$ cat src/rtl/bp_cce_inv_sequencer_if.sv
// Command/handshake bundle between the CCE and the invalidation sequencer.
// Signal names keep the sequencer-side _i/_o direction view.
interface bp_cce_inv_sequencer_if #(
  parameter int num_lce_p         = 8,
  parameter int lce_assoc_width_p = 3,
  parameter int paddr_width_p     = 40,
  parameter int coh_width_p       = 3,
  parameter int lce_id_width_p    = (num_lce_p == 1) ? 1 : $clog2(num_lce_p),
  parameter int count_width_p     = $clog2(num_lce_p + 1)
);
  logic                                        start_v_i;
  logic                                        ready_o;
  logic                                        sharers_v_i;
  logic [num_lce_p-1:0]                        sharers_hits_i;
  logic [num_lce_p-1:0][lce_assoc_width_p-1:0] sharers_ways_i;
  logic [num_lce_p-1:0][coh_width_p-1:0]       sharers_coh_states_i;
  logic [lce_id_width_p-1:0]                   req_lce_i;
  logic [paddr_width_p-1:0]                    addr_i;
  logic                                        inv_v_o;
  logic [lce_id_width_p-1:0]                   inv_lce_o;
  logic [lce_assoc_width_p-1:0]                inv_way_o;
  logic [paddr_width_p-1:0]                    inv_addr_o;
  logic                                        inv_yumi_i;
  logic                                        ack_v_i;
  logic                                        done_o;
  logic [count_width_p-1:0]                    inv_count_o;

  modport master (
    output start_v_i, sharers_v_i, sharers_hits_i, sharers_ways_i, sharers_coh_states_i,
           req_lce_i, addr_i, inv_yumi_i, ack_v_i,
    input  ready_o, inv_v_o, inv_lce_o, inv_way_o, inv_addr_o, done_o, inv_count_o
  );

  modport slave (
    input  start_v_i, sharers_v_i, sharers_hits_i, sharers_ways_i, sharers_coh_states_i,
           req_lce_i, addr_i, inv_yumi_i, ack_v_i,
    output ready_o, inv_v_o, inv_lce_o, inv_way_o, inv_addr_o, done_o, inv_count_o
  );
endinterface

$ cat src/rtl/bp_cce_inv_sequencer.sv
// Serializes one invalidation per sharing LCE (requester excluded) and signals completion.
// Define BP_CCE_INV_ACK_TRACK_EN to count acks and hold completion until all have returned.
module bp_cce_inv_sequencer #(
  parameter int num_lce_p         = 8,
  parameter int lce_assoc_width_p = 3,
  parameter int paddr_width_p     = 40
) (
  input logic                   clk_i,
  input logic                   reset_n_i,
  bp_cce_inv_sequencer_if.slave seq
);
  localparam int lce_id_width_lp = (num_lce_p == 1) ? 1 : $clog2(num_lce_p);
  localparam int cnt_width_lp    = $clog2(num_lce_p + 1);

  typedef enum logic [2:0] {
    e_COH_I = 3'b000, e_COH_S = 3'b001, e_COH_E = 3'b010,
    e_COH_F = 3'b011, e_COH_M = 3'b110, e_COH_O = 3'b111
  } bp_coh_states_e;

`ifdef BP_CCE_INV_ACK_TRACK_EN
  typedef enum logic [1:0] {IDLE = 2'd0, SEND = 2'd1, WAIT = 2'd2, DONE = 2'd3} state_e;
`else
  typedef enum logic [1:0] {IDLE = 2'd0, SEND = 2'd1, DONE = 2'd3} state_e;
`endif

  // Fixed priority: index 0 wins, so scan downwards and keep the last hit.
  function automatic logic [lce_id_width_lp-1:0] lowest_set(input logic [num_lce_p-1:0] m);
    lowest_set = '0;
    for (int i = num_lce_p - 1; i >= 0; i--) begin
      if (m[i]) lowest_set = lce_id_width_lp'(i);
    end
  endfunction

  state_e                                      state_r;
  logic                                        ready_r;
  logic                                        inv_v_r;
  logic                                        done_r;
  logic [num_lce_p-1:0]                        mask_r;
  logic [num_lce_p-1:0][lce_assoc_width_p-1:0] ways_r;
  logic [lce_id_width_lp-1:0]                  inv_lce_r;
  logic [lce_assoc_width_p-1:0]                inv_way_r;
  logic [paddr_width_p-1:0]                    inv_addr_r;
  logic [cnt_width_lp-1:0]                     count_r;

  logic [num_lce_p-1:0]       start_mask_s;
  logic [num_lce_p-1:0]       mask_clr_s;
  logic [lce_id_width_lp-1:0] first_lce_s;
  logic [lce_id_width_lp-1:0] next_lce_s;
  logic                       yumi_fire_s;

  // Sharer mask at accept, and the mask/target left after the current command is consumed.
  always_comb begin
    start_mask_s = '0;
    for (int i = 0; i < num_lce_p; i++) begin
      start_mask_s[i] = seq.sharers_hits_i[i]
                      & (seq.sharers_coh_states_i[i] != e_COH_I)
                      & (lce_id_width_lp'(i) != seq.req_lce_i);
    end
    first_lce_s = lowest_set(start_mask_s);
    yumi_fire_s = (state_r == SEND) & inv_v_r & seq.inv_yumi_i;
    mask_clr_s  = mask_r & ~(num_lce_p'(1'b1) << inv_lce_r);
    next_lce_s  = lowest_set(mask_clr_s);
  end

`ifdef BP_CCE_INV_ACK_TRACK_EN
  logic [cnt_width_lp-1:0] pending_r;
  logic [cnt_width_lp-1:0] pending_next_s;
  logic                    ack_fire_s;

  // An ack landing with a yumi cancels it even at zero; a lone ack at zero is dropped.
  always_comb begin
    ack_fire_s = seq.ack_v_i & ((pending_r != '0) | yumi_fire_s);
    if (yumi_fire_s & ~ack_fire_s) begin
      pending_next_s = pending_r + cnt_width_lp'(1'b1);
    end else if (ack_fire_s & ~yumi_fire_s) begin
      pending_next_s = pending_r - cnt_width_lp'(1'b1);
    end else begin
      pending_next_s = pending_r;
    end
  end
`endif

  // Sequencer FSM with all outputs registered.
  always_ff @(posedge clk_i or negedge reset_n_i) begin
    if (!reset_n_i) begin
      state_r    <= IDLE;
      ready_r    <= 1'b1;
      inv_v_r    <= 1'b0;
      done_r     <= 1'b0;
      mask_r     <= '0;
      ways_r     <= '0;
      inv_lce_r  <= '0;
      inv_way_r  <= '0;
      inv_addr_r <= '0;
      count_r    <= '0;
`ifdef BP_CCE_INV_ACK_TRACK_EN
      pending_r  <= '0;
`endif
    end else begin
      done_r <= 1'b0;
`ifdef BP_CCE_INV_ACK_TRACK_EN
      pending_r <= pending_next_s;
`endif
      case (state_r)
        IDLE: begin
          if (seq.start_v_i & seq.sharers_v_i) begin
            mask_r     <= start_mask_s;
            ways_r     <= seq.sharers_ways_i;
            inv_addr_r <= seq.addr_i;
            count_r    <= '0;
            ready_r    <= 1'b0;
            if (start_mask_s != '0) begin
              state_r   <= SEND;
              inv_v_r   <= 1'b1;
              inv_lce_r <= first_lce_s;
              inv_way_r <= seq.sharers_ways_i[first_lce_s];
            end else begin
              state_r <= DONE;
              done_r  <= 1'b1;
            end
          end else begin
            state_r <= IDLE;
          end
        end
        SEND: begin
          if (yumi_fire_s) begin
            mask_r  <= mask_clr_s;
            count_r <= count_r + cnt_width_lp'(1'b1);
            if (mask_clr_s != '0) begin
              inv_lce_r <= next_lce_s;
              inv_way_r <= ways_r[next_lce_s];
            end else begin
              inv_v_r <= 1'b0;
`ifdef BP_CCE_INV_ACK_TRACK_EN
              state_r <= WAIT;
`else
              state_r <= DONE;
              done_r  <= 1'b1;
`endif
            end
          end else begin
            state_r <= SEND;
          end
        end
`ifdef BP_CCE_INV_ACK_TRACK_EN
        WAIT: begin
          if (pending_next_s == '0) begin
            state_r <= DONE;
            done_r  <= 1'b1;
          end else begin
            state_r <= WAIT;
          end
        end
`endif
        DONE: begin
          state_r <= IDLE;
          ready_r <= 1'b1;
        end
        default: begin
          state_r <= IDLE;
          ready_r <= 1'b1;
          inv_v_r <= 1'b0;
        end
      endcase
    end
  end

  assign seq.ready_o     = ready_r;
  assign seq.inv_v_o     = inv_v_r;
  assign seq.inv_lce_o   = inv_lce_r;
  assign seq.inv_way_o   = inv_way_r;
  assign seq.inv_addr_o  = inv_addr_r;
  assign seq.done_o      = done_r;
  assign seq.inv_count_o = count_r;

`ifdef BP_CCE_INV_ACK_TRACK_EN
  bp_cce_inv_sequencer_chk #(.cnt_width_p(cnt_width_lp), .ack_track_p(1'b1)) chk (
    .clk_i(clk_i), .reset_n_i(reset_n_i), .inv_v(inv_v_r), .inv_yumi(seq.inv_yumi_i),
    .ack_v(seq.ack_v_i), .yumi_fire(yumi_fire_s), .pending(pending_r)
  );
`else
  bp_cce_inv_sequencer_chk #(.cnt_width_p(cnt_width_lp), .ack_track_p(1'b0)) chk (
    .clk_i(clk_i), .reset_n_i(reset_n_i), .inv_v(inv_v_r), .inv_yumi(seq.inv_yumi_i),
    .ack_v(seq.ack_v_i), .yumi_fire(yumi_fire_s), .pending('0)
  );
`endif
endmodule

// Protocol invariants on the command and ack handshakes.
module bp_cce_inv_sequencer_chk #(
  parameter int cnt_width_p = 4,
  parameter bit ack_track_p = 1'b1
) (
  input logic                   clk_i,
  input logic                   reset_n_i,
  input logic                   inv_v,
  input logic                   inv_yumi,
  input logic                   ack_v,
  input logic                   yumi_fire,
  input logic [cnt_width_p-1:0] pending
);
  yumi_needs_valid: assert property (@(posedge clk_i) disable iff (!reset_n_i)
    inv_yumi |-> inv_v) else $error("inv_yumi_i asserted without inv_v_o");

  ack_needs_pending: assert property (@(posedge clk_i) disable iff (!reset_n_i)
    (ack_v & ack_track_p) |-> ((pending != '0) | yumi_fire))
    else $error("ack_v_i with no invalidation pending");
endmodule

$ cat src/flat_wrapper.sv
// flat-port wrapper written by rule: the top's interface ports become plain ports
module bp_cce_inv_sequencer_flat 
#(
  parameter int num_lce_p         = 8,
  parameter int lce_assoc_width_p = 3,
  parameter int paddr_width_p     = 40
)
  (clk_i, reset_n_i, seq_start_v_i, seq_sharers_v_i, seq_sharers_hits_i, seq_sharers_ways_i, seq_sharers_coh_states_i, seq_req_lce_i, seq_addr_i, seq_inv_yumi_i, seq_ack_v_i, seq_ready_o, seq_inv_v_o, seq_inv_lce_o, seq_inv_way_o, seq_inv_addr_o, seq_done_o, seq_inv_count_o);
  bp_cce_inv_sequencer_if #(.num_lce_p(num_lce_p), .lce_assoc_width_p(lce_assoc_width_p), .paddr_width_p(paddr_width_p)) seq_i ();
  input logic clk_i;
  input logic reset_n_i;
  input wire logic [$bits(seq_i.start_v_i)-1:0] seq_start_v_i;
  input wire logic [$bits(seq_i.sharers_v_i)-1:0] seq_sharers_v_i;
  input wire logic [$bits(seq_i.sharers_hits_i)-1:0] seq_sharers_hits_i;
  input wire logic [$bits(seq_i.sharers_ways_i)-1:0] seq_sharers_ways_i;
  input wire logic [$bits(seq_i.sharers_coh_states_i)-1:0] seq_sharers_coh_states_i;
  input wire logic [$bits(seq_i.req_lce_i)-1:0] seq_req_lce_i;
  input wire logic [$bits(seq_i.addr_i)-1:0] seq_addr_i;
  input wire logic [$bits(seq_i.inv_yumi_i)-1:0] seq_inv_yumi_i;
  input wire logic [$bits(seq_i.ack_v_i)-1:0] seq_ack_v_i;
  output wire logic [$bits(seq_i.ready_o)-1:0] seq_ready_o;
  output wire logic [$bits(seq_i.inv_v_o)-1:0] seq_inv_v_o;
  output wire logic [$bits(seq_i.inv_lce_o)-1:0] seq_inv_lce_o;
  output wire logic [$bits(seq_i.inv_way_o)-1:0] seq_inv_way_o;
  output wire logic [$bits(seq_i.inv_addr_o)-1:0] seq_inv_addr_o;
  output wire logic [$bits(seq_i.done_o)-1:0] seq_done_o;
  output wire logic [$bits(seq_i.inv_count_o)-1:0] seq_inv_count_o;
  assign seq_i.start_v_i = seq_start_v_i;
  assign seq_i.sharers_v_i = seq_sharers_v_i;
  assign seq_i.sharers_hits_i = seq_sharers_hits_i;
  assign seq_i.sharers_ways_i = seq_sharers_ways_i;
  assign seq_i.sharers_coh_states_i = seq_sharers_coh_states_i;
  assign seq_i.req_lce_i = seq_req_lce_i;
  assign seq_i.addr_i = seq_addr_i;
  assign seq_i.inv_yumi_i = seq_inv_yumi_i;
  assign seq_i.ack_v_i = seq_ack_v_i;
  assign seq_ready_o = seq_i.ready_o;
  assign seq_inv_v_o = seq_i.inv_v_o;
  assign seq_inv_lce_o = seq_i.inv_lce_o;
  assign seq_inv_way_o = seq_i.inv_way_o;
  assign seq_inv_addr_o = seq_i.inv_addr_o;
  assign seq_done_o = seq_i.done_o;
  assign seq_inv_count_o = seq_i.inv_count_o;
  bp_cce_inv_sequencer #(.num_lce_p(num_lce_p), .lce_assoc_width_p(lce_assoc_width_p), .paddr_width_p(paddr_width_p)) u_core (.clk_i(clk_i), .reset_n_i(reset_n_i), .seq(seq_i));
endmodule
$ cat config.mk
export PLATFORM = sky130hd
export DESIGN_NAME = bp_cce_inv_sequencer_flat
export DESIGN_NICKNAME = d
export VERILOG_FILES = /design/src/rtl/bp_cce_inv_sequencer_if.sv /design/src/rtl/bp_cce_inv_sequencer.sv /design/src/flat_wrapper.sv
export SDC_FILE = /design/constraint.sdc
export NUM_CORES = 1
export LEC_CHECK = 0
export BUFFER_PORTS_ARGS = -buffer_cell sky130_fd_sc_hd__buf_2
export CAP_MARGIN = 20
export CELL_PAD_IN_SITES_DETAIL_PLACEMENT = 1
export CELL_PAD_IN_SITES_GLOBAL_PLACEMENT = 2
export CORE_ASPECT_RATIO = 2
export CORE_MARGIN = 2
export CORE_UTILIZATION = 29
export DETAILED_ROUTE_END_ITERATION = 8
export GPL_TIMING_DRIVEN = 0
export PLACE_DENSITY_LB_ADDON = 0.1
export SETUP_SLACK_MARGIN = 0.05
export SYNTH_ARGS = -nofsm -noshare
export SYNTH_HDL_FRONTEND = slang
export SYNTH_SLANG_ARGS = --single-unit
$ cat constraint.sdc
create_clock -name clk_i -period 2.5 [get_ports clk_i]
set_clock_uncertainty 0.15 [all_clocks]
set_input_delay 0.25 -clock clk_i [delete_from_list [all_inputs] [get_ports clk_i]]
set_output_delay 0.25 -clock clk_i [all_outputs]
set_load 0.1 [all_outputs]
==> summary.md <==
| Metric | Value |
|---|---|
| Clock transition at path regs | `60 ps` |
| Final core utilization | `43.5%` |
| Setup WS pre-CTS | `-625 ps` |
| Synth async-reset ratio | `100%` |
| Top-count cell post-synth | `nand2_1` |
| Status | `completed` |
| Via density | `4.99` |
| Vias in the first global route | `5508` |
| Peak Freq | `0.416 GHz` |
| Final worst path period need | `2400 ps` |
| Setup crit end kind | `flip-flop` |
| Worst hold slack | `6.73 ps` |
| Clk buf depth | `2` |
| HP Class | `in2reg` |
| Area growth syn-to-layout | `46.7%` |
| Die Width | `93.8 µm` |
| Seq/Total Area, Yosys | `46.6%` |
| Routed Antenna Nets | `0` |
| Placer Congestion | `0.860` |
| WL final | `18100 µm` |
| Remaining global-route overflow | `0` |
| Mapped Cells | `558` |
| DRC Markers | `0` |
| Synth unique cells | `60` |
| Worst-Margin Slew | `673 ps` |
| Yosys top cell area share | `46.0%` |
| CTS H-Tree Depth | `3` |
| Average size of a mapped cell | `8.38 µm²` |
| Starting density of the core | `29.6%` |
| Top-Level Pins | `158` |
| DRT iter0 DRCs | `166` |
| Clock Power Share | `12.5%` |
| Worst setup margin | `95.5 ps` |
| Drt wl/cell | `18.2 µm` |
| Fillers | `1956` |
| Comb pwr share | `63.1%` |
| Final setup fails | `0` |
| Synth top area cells | `dfrtp_1, nand2_1, o21ai_0` |
| Pleak | `3.33 nW` |
| Cell Pwr Density | `1510 nW/µm²` |
| Core Area | `15800 µm²` |
| Post-DP HPWL | `14000 µm` |
| CP max FO | `10` |
| Post-placement cell area | `5780 µm²` |
| CP Launch Type | `flip-flop` |
| Drt first pass iters | `4` |
| Die height | `184 µm` |
| Synthesized area | `4680 µm²` |
| Final hold vios | `0` |
| R2R Setup Slk | `100 ps` |
| Initial antenna violation count | `0` |
| GRT Total Usage | `21.7%` |
| #FFs+latches synth | `87` |
| Switch Pwr | `5.93 mW` |
| Biggest area consumer among synthesized cells | `dfrtp_1` |
| TritonCTS Sinks | `87` |
| Commonest cells in the netlist | `nand2_1, dfrtp_1, o21ai_0` |
| VDD IR-drop max | `957 µV` |
| Yosys Warn Count | `0` |
| Max-cap violations | `0` |
| Internal power | `4.42 mW` |
| Clk_lat worst skew | `350 ps` |
| Final instance area | `6860 µm²` |
| Setup Crit Path Kind | `reg2reg` |
| Pins over their slew limit | `0` |
| Diodes inserted | `0` |
| RSZ-0062 raised after global routing | `yes` |
| Syn Nets | `664` |
| Fraction of layout cells with a size suffix above 1 | `29.4%` |
| Arr. time, crit path | `2530 ps` |
| Ys flop type | `dfrtp_1` |
| Vias | `4966` |
| Site Rows | `65` |
| Post-synth EDFFs | `0` |
| PortBufs | `155` |
| Layout Nets | `896` |
| Clock buffer count from CTS | `9` |
| TNS Setup | `0 ps` |
| Worst slew margin | `54.8%` |
| First-pass GRT wire length | `28900 µm` |
| Critical Path RT | `2630 ps` |
| Largest net degree at the start of global routing | `49` |
| Tcrit/Tclk final | `96.2%` |
| Flop pwr share | `24.4%` |
| Die area | `17200 µm²` |
| CTS tree | `built` |
| Net Sw Frac | `57.3%` |
| Root buf cell | `clkbuf_16` |
-- layer usage --
metal | up-vias | global-route usage, % | part of all wire (%)
li1 | 2379 | - | -
met1 | 2440 | 21.8 | 35
met2 | 124 | 43.5 | 59
met3 | 23 | 2.50 | 3.0
met4 | 0 | 8.75 | 2.7
met5 | - | 0 | 0
-- worst max-delay path, cell delays in order, from the launching register on --
cell and delay, ps:
dfrtp_4 480, buf_6 150, and2b_4 300, a31o_4 220
nand3_4 100, or3_4 370, and3b_1 190, buf_6 140
o211ai_1 80, o21a_1 160
-- per-stage QoR --
step,std cells,power (mW)
2_1_floorplan,558,7.18
3_3_place_gp,914,8.49
3_5_place_dp,915,8.60
4_1_cts,994,10.2
5_1_grt,996,10.9
6_report,996,10.4
-- flip-flops by register name, summed over array words and instances, names as in the netlist --
signal                  flops
u_core.seq.inv_addr_o      40
u_core.ways_r              24
u_core.mask_r               8
u_core.seq.inv_count_o      4
u_core.seq.inv_lce_o        3
u_core.seq.inv_way_o        3
u_core.state_r              2
u_core.seq.done_o           1
u_core.seq.inv_v_o          1
u_core.seq.ready_o          1
-- power by group through the flow --
| stage | Sequential (mW) | Clock (mW) | Combinational [mW] |
|---|---|---|---|
| after floorplan | 5.19 | 0 | 1.98 |
| final | 2.52 | 1.30 | 6.54 |
| after global placement | 2.50 | 0 | 5.98 |
| after CTS | 2.52 | 1.33 | 6.36 |
| after detailed placement | 2.54 | 0 | 6.06 |
| after global routing | 2.61 | 1.38 | 6.95 |
-- placed cells by master (no fill, tap or decap), types with 7 or more instances in the layout --
master / Yosys / layout
dfrtp_1: 86 / 83
dlygate4sd3_1: 0 / 59
mux2i_1: 10 / 9
inv_1: 7 / 7
nand2_1: 216 / 216
mux2_2: 7 / 7
clkbuf_1: 21 / 21
clkbuf_16: 0 / 9
buf_4: 0 / 8
buf_2: 8 / 157
nor2_1: 25 / 23
o21ai_0: 27 / 23
nand2b_1: 7 / 7
nand3_1: 15 / 14
a21oi_1: 19 / 18
-- repair_timing --
item	in CTS	in global routing
pin swaps	4	5
hold buffers	59	0
setup buffers	4	2
hold endpoints to repair	96	0
gates resized for setup	18	24
setup endpoints to repair	6	26
-- cells by family (layout without fill, tap and decap cells) --
family	Yosys count	in the layout	share of synthesized area (%)
adder cells (fa/ha/maj)	1	1	0.268
XOR/XNOR	2	2	0.375
flip-flops	87	87	46.6
AND/OR/NAND/NOR	297	297	26.7
buffers and inverters	37	274	3.35
AO/OA/AOI/OAI	116	116	18.6
multiplexers	18	18	4.15
-- layout make-up --
type	count	area, µm²	area share (%)
buffer	30	153	2.23
clock buffer	13	260	3.79
clock inverter	3	18.8	0.274
inverter	7	26.3	0.383
multi-input combinational	434	2520	36.7
sequential	87	2190	31.9
tap	201	251	3.67
timing repair buffer	221	1440	21.0
-- worst paths after layout --
| path | startpoint | endpoint | cells past startpoint |
|---|---|---|---|
| min reg2reg | u_core.seq.inv_addr_o[36] | u_core.seq.inv_addr_o[36] | 2 |
| max in group asynchronous | reset_n_i | u_core.seq.inv_lce_o[1] | 3 |
| min | seq_sharers_ways_i[22] | u_core.ways_r[22] | 3 |
| max | u_core.seq.inv_lce_o[1] | u_core.seq.inv_lce_o[1] | 9 |
| min in group asynchronous | reset_n_i | u_core.seq.inv_count_o[3] | 2 |
| max reg2reg | u_core.seq.inv_lce_o[1] | u_core.seq.inv_lce_o[1] | 9 |
No activity file was read; power rests on OpenSTA's default activity.
